===== config.mk =====
export PLATFORM = sky130hd
export DESIGN_NAME = debug_monitor_mux
export DESIGN_NICKNAME = d
export VERILOG_FILES = /design/src/rtl/debug_mon_pkg.sv /design/src/rtl/key_debounce.sv /design/src/rtl/debug_monitor_mux.sv
export SDC_FILE = /design/constraint.sdc
export NUM_CORES = 1
export LEC_CHECK = 0
export CAP_MARGIN = 20
export CORE_MARGIN = 5
export CORE_UTILIZATION = 29
export DETAILED_ROUTE_END_ITERATION = 7
export GPL_TIMING_DRIVEN = 0
export PLACE_DENSITY = 0.42
export SYNTH_ARGS = -nofsm -noshare
export SYNTH_HDL_FRONTEND = slang
export SYNTH_HIERARCHICAL = 1
export SYNTH_SLANG_ARGS = --single-unit

===== constraint.sdc =====
create_clock -name clk -period 8.5 [get_ports clk]
set_input_delay 2.125 -clock clk [delete_from_list [all_inputs] [get_ports clk]]
set_output_delay 2.125 -clock clk [all_outputs]
set_load 0.01 [all_outputs]

===== src/rtl/debug_mon_pkg.sv =====
// Shared types and helpers for the debug monitor front end.
// Mode encoding matches the mode_sel pin; clog2_min1 keeps select widths >= 1.
package debug_mon_pkg;

  typedef enum logic [1:0] {
    MODE_LIVE   = 2'd0,
    MODE_PEAK   = 2'd1,
    MODE_RATE   = 2'd2,
    MODE_FREEZE = 2'd3
  } mon_mode_t;

  function automatic int clog2_min1(input int n);
    return (n <= 2) ? 1 : $clog2(n);
  endfunction

endpackage


===== src/rtl/key_debounce.sv =====
// Synchronises and debounces an active-low push button and emits a single
// pulse on each accepted press (debounced 1->0 edge); release is silent.
module key_debounce
  import debug_mon_pkg::*;
#(
  parameter int DEBOUNCE_CYC = 1_000_000
) (
  input  logic clk,
  input  logic rst_n,
  input  logic key_n_raw,
  output logic press_pulse
);

  localparam int CW = clog2_min1(DEBOUNCE_CYC);
  localparam logic [CW-1:0] CNT_LAST = CW'(DEBOUNCE_CYC - 1);

  logic          sync1_reg;
  logic          sync2_reg;
  logic          level_reg;
  logic [CW-1:0] cnt_reg;
  logic          press_reg;

  // The count only advances while the synchronised input disagrees with the
  // accepted level, so any bounce back to the old level restarts it.
  always_ff @(posedge clk or negedge rst_n) begin
    if (!rst_n) begin
      sync1_reg <= 1'b1;
      sync2_reg <= 1'b1;
      level_reg <= 1'b1;
      cnt_reg   <= '0;
      press_reg <= 1'b0;
    end else begin
      sync1_reg <= key_n_raw;
      sync2_reg <= sync1_reg;
      press_reg <= 1'b0;
      if (sync2_reg == level_reg) begin
        cnt_reg <= '0;
      end else if (cnt_reg == CNT_LAST) begin
        level_reg <= sync2_reg;
        cnt_reg   <= '0;
        press_reg <= ~sync2_reg;
      end else begin
        cnt_reg <= cnt_reg + 1'b1;
      end
    end
  end

  assign press_pulse = press_reg;

endmodule


===== src/rtl/debug_monitor_mux.sv =====
// Refresh-window display/LED front end: per-channel last/peak/rate tracking,
// button-stepped channel select and pulse-stretched status flags.
module debug_monitor_mux
  import debug_mon_pkg::*;
#(
  parameter int NCH          = 4,
  parameter int W            = 32,
  parameter int FLAGS        = 8,
  parameter int REFRESH_DIV  = 500_000,
  parameter int DEBOUNCE_CYC = 1_000_000
) (
  input  logic                         clk,
  input  logic                         rst_n,
  input  logic [NCH*W-1:0]             ch_data,
  input  logic [NCH-1:0]               ch_valid,
  input  logic [FLAGS-1:0]             flags_in,
  input  logic                         btn_next_n,
  input  logic [1:0]                   mode_sel,
  output logic [W-1:0]                 value_out,
  output logic [clog2_min1(NCH)-1:0]   value_ch,
  output logic [FLAGS-1:0]             flags_out,
  output logic                         refresh_tick
);

  localparam int SEL_W = clog2_min1(NCH);
  localparam int RCW   = clog2_min1(REFRESH_DIV);
  localparam logic [RCW-1:0]   REF_LAST = RCW'(REFRESH_DIV - 1);
  localparam logic [SEL_W-1:0] SEL_LAST = SEL_W'(NCH - 1);

  logic [RCW-1:0]   ref_cnt_reg;
  logic             tick_reg;
  logic             at_end;
  logic [SEL_W-1:0] sel_reg;
  logic [W-1:0]     value_reg;
  logic [SEL_W-1:0] value_ch_reg;
  logic [FLAGS-1:0] sticky_reg;
  logic [FLAGS-1:0] flags_reg;
  logic             press;
  mon_mode_t        mode;

  logic [W-1:0] last_vec [NCH];
  logic [W-1:0] peak_vec [NCH];
  logic [W-1:0] rate_vec [NCH];

  assign at_end = (ref_cnt_reg == REF_LAST);
  assign mode   = mon_mode_t'(mode_sel);

  always_ff @(posedge clk or negedge rst_n) begin
    if (!rst_n) begin
      ref_cnt_reg <= '0;
      tick_reg    <= 1'b0;
    end else begin
      ref_cnt_reg <= at_end ? '0 : ref_cnt_reg + 1'b1;
      tick_reg    <= at_end;
    end
  end

  // Events on the boundary cycle seed the next window instead of the one
  // being captured, so the capture reads the pre-update registers.
  generate
    for (genvar gi = 0; gi < NCH; gi++) begin : g_ch
      logic [W-1:0] last_reg;
      logic [W-1:0] peak_reg;
      logic [W-1:0] rate_reg;
      logic [W-1:0] sample;

      assign sample = ch_data[gi*W +: W];

      always_ff @(posedge clk or negedge rst_n) begin
        if (!rst_n) begin
          last_reg <= '0;
          peak_reg <= '0;
          rate_reg <= '0;
        end else begin
          if (ch_valid[gi]) begin
            last_reg <= sample;
          end
          if (at_end) begin
            peak_reg <= ch_valid[gi] ? sample : '0;
            rate_reg <= ch_valid[gi] ? W'(1) : '0;
          end else if (ch_valid[gi]) begin
            if (sample > peak_reg) begin
              peak_reg <= sample;
            end
            if (rate_reg != '1) begin
              rate_reg <= rate_reg + 1'b1;
            end
          end
        end
      end

      assign last_vec[gi] = last_reg;
      assign peak_vec[gi] = peak_reg;
      assign rate_vec[gi] = rate_reg;
    end
  endgenerate

  key_debounce #(
    .DEBOUNCE_CYC(DEBOUNCE_CYC)
  ) u_key_debounce (
    .clk        (clk),
    .rst_n      (rst_n),
    .key_n_raw  (btn_next_n),
    .press_pulse(press)
  );

  always_ff @(posedge clk or negedge rst_n) begin
    if (!rst_n) begin
      sel_reg <= '0;
    end else if (press) begin
      sel_reg <= (sel_reg == SEL_LAST) ? '0 : sel_reg + 1'b1;
    end
  end

  always_ff @(posedge clk or negedge rst_n) begin
    if (!rst_n) begin
      value_reg    <= '0;
      value_ch_reg <= '0;
      sticky_reg   <= '0;
      flags_reg    <= '0;
    end else begin
      if (at_end) begin
        flags_reg  <= sticky_reg;
        sticky_reg <= flags_in;
        case (mode)
          MODE_LIVE: begin
            value_reg    <= last_vec[sel_reg];
            value_ch_reg <= sel_reg;
          end
          MODE_PEAK: begin
            value_reg    <= peak_vec[sel_reg];
            value_ch_reg <= sel_reg;
          end
          MODE_RATE: begin
            value_reg    <= rate_vec[sel_reg];
            value_ch_reg <= sel_reg;
          end
          default: begin
            value_reg    <= value_reg;
            value_ch_reg <= value_ch_reg;
          end
        endcase
      end else begin
        sticky_reg <= sticky_reg | flags_in;
      end
    end
  end

  assign value_out    = value_reg;
  assign value_ch     = value_ch_reg;
  assign flags_out    = flags_reg;
  assign refresh_tick = tick_reg;

endmodule


# Word level (Yosys, flattened, before mapping)
# Cells that the tools add are included.
op_classes:
  add_sub_neg: 7
  magnitude_cmp: 5
  n_eq_ne: 10
  muxes: 49
  bitwise: 4
  n_reduce_logical: 26
ops:
  columns: ["operator", "count"]
  rows:
  - ["$mux W32", 34]
  - ["$bmux W32 S2", 3]
  - ["$add A32 B1 Y32 const B", 4]
  - ["$gt A32 B32 Y1", 4]
  - ["$ne A32 B32 Y1 const B", 4]
  - ["$pmux W32 S3", 1]
  - ["$mux W20", 2]
  - ["$reduce_bool A2 Y1", 12]
  - ["$reduce_and A2 Y1", 11]
  - ["$add A20 B1 Y20 const B", 1]
  - ["$eq A20 B20 Y1 const B", 1]
  - ["$add A19 B1 Y19 const B", 1]
  - ["$eq A19 B19 Y1 const B", 1]
  - ["$mux W19", 1]
  - ["$mux W8", 1]
  - ["$or A8 B8 Y8", 1]
  - ["$mux W1", 6]
  - ["$eq A2 B2 Y1 const B", 2]
  - ["$ge A3 B3 Y1 const B", 1]
  - ["$not A2 Y3", 1]
  - ["$reduce_bool A3 Y1", 1]
  - ["$reduce_or A3 Y1", 1]
  - ["$add A2 B1 Y2 const B", 1]
  - ["$eq A2 B1 Y1 const B", 1]
  - ["4 further kinds", 5]
totals:
  ff_bits: 480
  word_cells: 125

# Depth between registers and ports, before layout
logic_depth:
  word_depth: 5
  mapped_depth: 11
  depth_no_buf: 9

# Hierarchy
# Netlist, hierarchy kept.
by_module_without_submodules:
  columns: ["mod", "n_inst", "cells_each", "area_per_inst_um2"]
  rows:
  - ["debug_monitor_mux", 1, 2351, 24755.0]
  - ["key_debounce", 1, 110, 1141.1]

# Least setup slack after synthesis
# Ideal clock, no wire load.
synth_path:
  path_kind: "input port to flip-flop"
  from: "input ch_data[27]"
  to: "register g_ch[0].peak_reg[10]"
  setup_time_ps: 78
  arrival_ps: 4578
  t_required_ps: 8422
  setup_slack_ps: 3844
  cell_stages: 9
  path_buffers: 1
  path_cell_list: "ha_1 -> nand2_1 -> or3_1 -> or4_1 -> or4_1 -> a21o_1 -> nand2_1 -> buf_1 -> o2bb2ai_1"
synth_via:
  elab_chain_len: 3
synth_lines:
  columns: ["element", "line", "source"]
  rows:
  - ["start, declared", "debug_monitor_mux.sv:14", "input logic [NCH*W-1:0] ch_data,"]
  - ["$gt A32 B32 Y1", "debug_monitor_mux.sv:82", "if (sample > peak_reg) begin"]
  - ["$reduce_bool A2 Y1 (no line)", null, null]
  - ["$reduce_and A2 Y1 (no line)", null, null]
  - ["end signal, assigned", "debug_monitor_mux.sv:79", "peak_reg <= ch_valid[gi] ? sample : '0;"]
  - ["end signal, assigned", "debug_monitor_mux.sv:83", "peak_reg <= sample;"]
  - ["end, declared", "debug_monitor_mux.sv:63", "logic [W-1:0] peak_reg;"]
# No other way between the ends.
# A chain may end at the register's enable or synchronous reset.

# Final worst setup path
layout_path:
  from: "input ch_data[31]"
  to: "register g_ch[0].peak_reg[8]"
# Same word-level chain as after synthesis.

==> impl_metrics.csv <==
group,metric,value,unit
cells_and_area,post-route-util,35.6,%
setup_path,rr_worst_depth,9,
sta,relSlewSlack,19.9,%
route,wl_met3,5.74,mm
synthesis,synth_top_family_by_area,"simple AND/OR/NAND/NOR gates",
sta,fin_skew,0.0371,ns
run,cap_viol_max_count,0,
cells_and_area,diodes,0,
synthesis,async_flop_share,100,%
sta,setup_ws,2.55,ns
die,boundaryPins,188,
sta,hold_violations,0,
route,drc,0,
die,die_area,95400,um^2
route,num_vias,20700,
placed_design,dpl_cell_area,29400,um^2
synthesis,ys_ff_latch,480,
setup_path,cp.required,8.99,ns
setup_path,rr_endpoint,"g_ch[0].peak_reg[8]$_DFFE_PN0P_",
synthesis,ys.flop_type,"dfrtp_1",
die,fp.dieH,309,um
placed_design,dp_slack,1.97,ns
power,power-per-cell-area,253,nW/um^2
synthesis,synth.mux.area_fraction,11.4,%
global_routing,grt_max_degree,113,
synthesis,synthAdderAreaFrac,6.67,%
cells_and_area,fin_nets,3001,
synthesis,synth_compound_area_share,13.0,%
power,worst_ir_drop_vdd,0.000146,V
setup_path,cp_max_fo,10,
synthesis,postSynthAreaPerCell,10.5,um^2
sta,clock.fmax,0.168,GHz
die,start_util,29.3,%
synthesis,synth_edf_count,0,
global_routing,grt_pass1_vias,21300,
clocking,cts.root.buffer_cell,"clkbuf_16",
synthesis,ys_warn_count,6,
synthesis,syn_nets,2744,
cells_and_area,area_delta_synth_final,21.8,%
setup_path,endpoint_kind,"register",
synthesis,synth-simple-area-share,13.1,%
route,drtIter0Drc,1768,
sta,setup-tns-final,0,ns
clocking,cts_setup_buffers,0,
global_routing,grt_pass1_wl,144,mm
clocking,numCtsBuffers,58,
route,ant_nets,0,
setup_path,critical_path_class,"in -> reg",
worst_hold_path,worstHoldStart,"u_key_debounce/sync1_reg$_DFF_PN1_",
clocking,numClockSinks,480,
sta,drv_slew,0,
synthesis,synth.distinct_cells,69,
die,rows,109,
route,drt-total-wl,98.1,mm
setup_path,reg2reg_from,"g_ch[0].peak_reg[31]$_DFFE_PN0P_",
route,dr.pass1.iters,5,
route,m1WireLength,44.8,mm
setup_path,crit_arrival,6.43,ns
worst_hold_path,holdPathStages,0,
sta,worst_slew_pin_slew,1.20,ns
power,p_leak,0.0132,uW
worst_hold_path,hold_path_class,"reg -> reg",
sta,setup_viol,0,
route,wl_per_cell,25.0,um
setup_path,start_kind,"input port",
clocking,ctsLongestPathBuffers,3,
cells_and_area,layout-drive-gt1-share,11.3,%
route,wl_met2,43.8,mm
sta,timing.final.crit_share,69.9,%
cells_and_area,fillers,8855,
die,die_w,309,um
sta,rsz0062_at_grt,"false",
outcome,status,"completed",
cells_and_area,design_area,31500,um^2
clocking,clock_latency,0.65,ns
worst_hold_path,hold_end,"u_key_debounce/sync2_reg$_DFF_PN1_",
clocking,post_cts_resized,0,
clocking,cts_tree,"built",
synthesis,synthCells,2461,
global_routing,globalRouteTotalUtil,20.4,%
setup_path,r2r_slack,4.19,ns
synthesis,seq_area_frac_synth,46.4,%
global_routing,grt_antenna_before_repair,5,
die,coreArea,88500,um^2
global_routing,grt.overflow.total,0,
clocking,cts-htree-levels,2,
placed_design,place.gp.congestion,0.854,
route,routed_via_density,5.26,
placed_design,io_buffers,183,
placed_design,hpwlAfterDp,74.7,mm
clocking,clk_pin_slew,0.06,ns
sta,fin_crit,5.95,ns
clocking,holdBufCountCts,0,
synthesis,netlist_area,25900,um^2
synthesis,synthXorXnorAreaFrac,4.30,%
route,routed.top_layer,"met5",
[critical path, cell delays in order]
cell and delay, ns:
clkdlybuf4s50_1 0.52, ha_1 0.39, nand4_1 0.21, or3_1 0.43, or4_1 0.65, or4_1 0.60
o21ai_1 0.55, clkbuf_1 0.74, o2bb2ai_1 0.19
[routing by layer]
metal / vias up / global-route usage, %
met5: - / 0
met4: 8 / 7.05
met3: 172 / 3.88
met2: 618 / 31.8
met1: 10500 / 28.5
li1: 9357 / -
[cell usage in the layout (no fill, tap or decap), drive strengths merged, types with 4 or more instances in the layout]
cell | Yosys | routed
nand2 | 244 | 244
clkdlybuf4s50 | 0 | 182
a32o | 64 | 64
and3 | 27 | 27
nor2 | 185 | 185
clkinv | 0 | 12
inv | 217 | 217
or2 | 5 | 5
or3 | 37 | 37
nand3 | 74 | 74
o22ai | 5 | 5
nand4 | 53 | 53
nor3 | 24 | 24
o211ai | 8 | 8
bufinv | 0 | 8
and2 | 7 | 7
xnor2 | 61 | 61
o31ai | 6 | 6
dfrtp | 477 | 477
a221oi | 4 | 4
o21ai | 140 | 140
a31oi | 4 | 4
clkbuf | 95 | 183
and4 | 17 | 17
o2bb2ai | 64 | 64
a2111oi | 4 | 4
mux2 | 69 | 69
a21o | 15 | 15
mux4 | 96 | 96
ha | 138 | 138
nor4 | 14 | 14
a21oi | 122 | 122
a22oi | 33 | 33
o21a | 10 | 10
buf | 33 | 48
xor2 | 66 | 66
or4 | 9 | 9
[worst max path at each step]
stage,start,end,slack (ns),cells after the start
4_1_cts,ch_data[95],g_ch[2].peak_reg[29]$_DFFE_PN0P_,2.64,9
3_3_place_gp,rst_n,u_key_debounce/cnt_reg[0]$_DFF_PN0_,-17.70,1
3_5_place_dp,ch_data[95],g_ch[2].peak_reg[30]$_DFFE_PN0P_,1.97,9
2_1_floorplan,ch_data[27],g_ch[0].peak_reg[10]$_DFFE_PN0P_,3.84,9
6_report,ch_data[31],g_ch[0].peak_reg[8]$_DFFE_PN0P_,2.55,9
5_1_grt,ch_data[95],g_ch[2].peak_reg[28]$_DFFE_PN0P_,2.50,9
[metrics by stage]
| stage | cells | power, uW | hold WS [ns] |
|---|---|---|---|
| floorplan | 2461 | 4330 | 0.345 |
| global placement | 3809 | 5200 | 0.350 |
| detailed placement | 3821 | 5250 | 0.348 |
| CTS | 3930 | 8040 | 0.357 |
| global route | 3932 | 8420 | 0.368 |
| finish | 3932 | 7990 | 0.356 |
[layout make-up]
type,instances,area (um^2),share of cell area (%)
Multi-Input combinational cell,1636,12600,39.8
Sequential cell,480,12000,38.1
Timing Repair Buffer,197,2070,6.55
Clock buffer,88,1790,5.66
Tap cell,1165,1460,4.62
Inverter,217,815,2.58
Buffer,128,503,1.59
Clock inverter,21,337,1.07
[kinds of logic (layout without fill, tap and decap cells)]
group                      Yosys count  count (layout)
and+or+nand+nor                    708             708
AOI/OAI and AO/OA                  496             496
adders and majority gates          138             138
buffers and inverters              345             651
xor gates and xnor gates           127             127
DFF                                480             480
muxes                              167             167
[synthesized netlist by cell type, types with 4 or more instances]
library cell / instances / area, um^2
nand2_1: 244 / 916
dfrtp_1: 477 / 11900
nor2_1: 185 / 694
a22oi_1: 33 / 248
o31ai_1: 5 / 37.5
ha_1: 138 / 1730
mux2_2: 69 / 777
o2bb2ai_1: 64 / 561
and3_1: 27 / 169
or2_2: 4 / 25.0
mux4_2: 96 / 2160
o21a_1: 10 / 75.1
buf_2: 5 / 25.0
o211ai_1: 8 / 60.1
a21oi_1: 121 / 606
a21o_1: 15 / 113
nor4_1: 10 / 62.6
nor3_1: 20 / 100
a32o_1: 64 / 641
or4_1: 8 / 60.1
nand4_1: 52 / 325
buf_1: 26 / 97.6
nand3_1: 74 / 370
a31oi_1: 4 / 25.0
and2_1: 7 / 43.8
o21ai_0: 138 / 691
clkbuf_1: 94 / 353
nor3_2: 4 / 40.0
xnor2_1: 61 / 534
a221oi_1: 4 / 35.0
and4_1: 17 / 149
or3_1: 37 / 231
inv_1: 217 / 815
xor2_1: 66 / 578
o22ai_1: 5 / 31.3
[where the power goes]
| part | internal [uW] | switching [uW] | total, uW |
|---|---|---|---|
| combinational | 905 | 1250 | 2150 |
| sequential | 2690 | 389 | 3080 |
| clock | 1690 | 1070 | 2760 |
No activity file was read; power rests on OpenSTA's default activity.
